==> config.mk <==
export PLATFORM = sky130hd
export DESIGN_NAME = truth_table_scanner
export DESIGN_NICKNAME = d
export VERILOG_FILES = /design/src/rtl/truth_table_scanner.sv
export SDC_FILE = /design/constraint.sdc
export NUM_CORES = 1
export LEC_CHECK = 0
export ABC_AREA = 1
export BUFFER_PORTS_ARGS = -buffer_cell sky130_fd_sc_hd__buf_4
export CORE_AREA = 2 2 63 65
export DETAILED_ROUTE_END_ITERATION = 10
export DIE_AREA = 0 0 65 67
export HOLD_SLACK_MARGIN = 0.03
export PLACE_DENSITY = 0.56
export SLEW_MARGIN = 30
export SYNTH_ARGS = -nofsm -noshare
export SYNTH_HDL_FRONTEND = slang
export SYNTH_SLANG_ARGS = --single-unit
export TNS_END_PERCENT = 100
==> constraint.sdc <==
create_clock -name clk -period 2.2 [get_ports clk]
set_input_delay 0.44 -clock clk [delete_from_list [all_inputs] [get_ports clk]]
set_output_delay 0.44 -clock clk [all_outputs]
set_load 0.02 [all_outputs]
==> src/rtl/truth_table_scanner.sv <==
// Sequential stimulus/response stage for 3-input combinational blocks: walks {x,y,z}
// through rows 0..7, samples s after a programmable settle time and grades the truth table.
//
// state | meaning
// IDLE  | waiting for start; results of the last scan held
// SCAN  | driving row, counting settle cycles, sampling s
// DONE  | one-cycle completion pulse, then back to IDLE
module truth_table_scanner #(
  parameter logic [7:0]  EXPECTED = 8'b0111_0000,
  parameter int unsigned SETTLE   = 1
) (
  input  logic       clk,
  input  logic       reset,
  input  logic       start,
  input  logic       s,
  output logic       x,
  output logic       y,
  output logic       z,
  output logic       busy,
  output logic       done,
  output logic [7:0] table_word,
  output logic       match,
  output logic [7:0] err_mask
);

  localparam logic [1:0] IDLE = 2'd0;
  localparam logic [1:0] SCAN = 2'd1;
  localparam logic [1:0] DONE = 2'd2;

  localparam logic [3:0] CNT_LAST = 4'(SETTLE - 1);

  logic [1:0] state;
  logic [2:0] row;
  logic [3:0] cnt;
  logic [7:0] sampled;

  // Table as it will look once the current row's sample is written in.
  always_comb begin
    sampled      = table_word;
    sampled[row] = s;
  end

  assign {x, y, z} = row;
  assign busy      = (state == SCAN);
  assign done      = (state == DONE);

  always_ff @(posedge clk or posedge reset) begin
    if (reset) begin
      state      <= IDLE;
      row        <= 3'd0;
      cnt        <= 4'd0;
      table_word <= 8'd0;
      match      <= 1'b0;
      err_mask   <= 8'd0;
    end else begin
      case (state)
        IDLE: begin
          if (start) begin
            row        <= 3'd0;
            cnt        <= 4'd0;
            table_word <= 8'd0;
            match      <= 1'b0;
            err_mask   <= 8'd0;
            state      <= SCAN;
          end
        end
        SCAN: begin
          if (cnt != CNT_LAST) begin
            cnt <= cnt + 4'd1;
          end else begin
            cnt        <= 4'd0;
            table_word <= sampled;
            if (row == 3'd7) begin
              match    <= (sampled == EXPECTED);
              err_mask <= sampled ^ EXPECTED;
              state    <= DONE;
            end else begin
              row <= row + 3'd1;
            end
          end
        end
        DONE:    state <= IDLE;
        default: state <= IDLE;
      endcase
    end
  end

endmodule

==> metrics.txt <==
post-synth cell types 26; FMAX 0.546 GHz; register area share after synthesis 45.6%; Buf/Inv on CP 1; DRT iter0 DRCs 94; post-DP HPWL 2310 um; IO Pins 26; RSZ-0062 raised after global routing false; drt pass-1 iters 4; LEAKAGE 0.874 nW; critical path cell sequence ha_1, ha_1, inv_1, nand2_8, nand3_2, nor2_1, nand3_1, nand2_1; Worst Skew 3.67 ps; FFs w/ async S/R, synth 100%; Cell Int Power 1.21 mW; fin. max-slew vios 0; root buf cell clkbuf_8; die area 4360 um^2; Post-synth EDFFs 0; H-tree levels 1; post-synth top area cell dfrtp_1; Nets 207; net switching share of the total power 47.6%; Max stage delay on crit path 600 ps; final setup vio count 0; Post-Syn Area 1430 um^2; CP endpoint kind flip-flop; Post-CTS Setup Inserts 0; CP arrival 2050 ps; chip height 67 um; WL per Instance 12.3 um; switching pwr 1.10 mW; Gate power share 53.2%; PostCTS Resize Cnt 0; synthesis-stage register bit count 26; TritonCTS clock tree built; Starting Density 39.6%; max cap viols 0; Critical Path RT 2410 ps; layout cell share with drive strength beyond 1 21.8%; routed vias 1170; largest net degree at the start of global routing 27; Worst slew margin 72.4%; worst setup margin 368 ps; Worst setup SP type flip-flop; Tot Pwr 2.31 mW; number of fillers in the final layout 380; DRC 0; gr usage total 16.4%; cts bufs inserted 3; Rows 22; crit path kind flip-flop to flip-flop; met2 Use GR 25.6%; Hold Buf Count CTS 0; Max clock buf depth 2; top-count cell post-synth nand2_1; sequential power share 34.9%; first-pass GRT wire length 5470 um; Core ar. 3610 um^2; Post-Synthesis Cells 173; Clock power frac 11.9%; Vias/cell 4.78; Area contributors post-synth dfrtp_1 (46%), nand2_1 (15%), nand3_1 (5.3%); final hold violation count 0; met1 GRT Util 23.2%; register area 651 um^2; clk_lat worst skew 270 ps; Die Span X 65 um; Post-synth top flop dfrtp_1; total of warnings raised by yosys 0; n_diodes 0; Tcrit/Tclk final 83.3%; number of port buffers 25; multi-input combinational cell area 627 um^2; CP most frequent cell ha_1; DRT antenna net count 0; Total Wirelength 3020 um; syn nets 181; busiest grt layer met2; peak supply drop 0.452 mV; Placer Congestion 0.836; CP max-delay cell dfrtp_1; Synth top cells by count nand2_1 (56), dfrtp_1 (26), inv_1 (19); status finished clean; Slew @ Worst Pin 414 ps; Layout area overhead 16.9%; total grt overflow 0; Worst Hold Margin 218 ps; Tmin final 1830 ps; vias in the first global route 1154; GR met3 Demand/Resource 2.03%; Power Dens Cells 1390 nW/um^2; Crit Path Max Fanout 13; hold crit path type input port to async pin; top-area cell type share of the netlist area 45.6%; initial antenna violation count 0; fin util 46.3%; setup TNS 0 ps; kind of cell adding the most delay to the critical path simple AND/OR/NAND/NOR gates; CTS Sinks 26; mean post-synth cell area 8.24 um^2; clock slew at reported path FFs 90 ps; pre-CTS setup slack 399 ps
## worst paths after layout
| kind | slack, ps | end | depth (start not counted) | from |
|---|---|---|---|---|
| max in group asynchronous | 1730 | state[1] | 3 | reset |
| min reg2reg | 490 | err_mask[4] | 2 | err_mask[4] |
| min | 220 | err_mask[6] | 3 | reset |
| min in group clk | 490 | err_mask[4] | 2 | err_mask[4] |
| max | 370 | match | 8 | row[1] |
| max reg2reg | 370 | match | 8 | row[1] |
## tightest hold or removal path: stages
cell,delay [ps]
buf_4,110
inv_1,40
buf_4,310
## placed cells by master (no fill, tap or decap)
| master | synthesis | final |
|---|---|---|
| o21ai_1 | 1 | 1 |
| nand2_8 | 1 | 1 |
| o21ai_2 | 2 | 2 |
| nand3_2 | 1 | 1 |
| o211ai_1 | 1 | 1 |
| clkbuf_8 | 1 | 3 |
| inv_1 | 19 | 19 |
| nand2_4 | 4 | 4 |
| buf_4 | 2 | 26 |
| inv_2 | 3 | 3 |
| nand3_1 | 15 | 15 |
| o22ai_1 | 1 | 1 |
| a21oi_1 | 2 | 2 |
| xor2_1 | 1 | 1 |
| nor2_4 | 2 | 2 |
| nand2_1 | 56 | 56 |
| nand4_1 | 5 | 5 |
| o21ai_0 | 13 | 13 |
| nor3_1 | 1 | 1 |
| nor2_1 | 8 | 8 |
| ha_1 | 4 | 4 |
| dfrtp_1 | 26 | 26 |
| o31ai_1 | 1 | 1 |
| inv_8 | 1 | 1 |
## power by group through the flow
stage / combinational (mW) / clock, mW / sequential [mW]
floorplan: 0.766 / 0 / 0.930
finish: 1.23 / 0.275 / 0.808
CTS: 1.25 / 0.280 / 0.808
global placement: 1.24 / 0 / 0.811
detailed placement: 1.23 / 0 / 0.818
global route: 1.39 / 0.305 / 0.841
## metal layers
layer	wire length, um	share of wire, %
met5	0	0
met4	44	1.5
met3	106	3.5
met2	1330	44
met1	1540	51
## final cells by class
| class | instances | share of cell area [%] |
|---|---|---|
| Sequential cell | 26 | 39.0 |
| Multi-Input combinational cell | 119 | 37.6 |
| Timing Repair Buffer | 26 | 11.7 |
| Inverter | 23 | 5.63 |
| Tap cell | 48 | 3.60 |
| Clock buffer | 3 | 2.48 |
## metrics by stage
stage               cells  instance area, um^2
finish                245                 1670
global route          245                 1670
CTS                   245                 1670
detailed placement    242                 1630
global placement      242                 1630
floorplan             173                 1430
## logic make-up (layout without fill, tap and decap cells)
family	Yosys count	count (layout)	synth area share [%]
DFF	26	26	45.6
adders and majority gates	4	4	3.51
buffers and inverters	28	52	10.4
xor gates and xnor gates	1	1	0.614
and+or+nand+nor	93	93	31.5
AOI/OAI and AO/OA	21	21	8.33
## state kept, by name (all words and copies together), names as in the netlist
register    count
err_mask        8
cnt             4
table_word      8
state           2
row             3
match           1
Power figures use the tool's default switching activity.
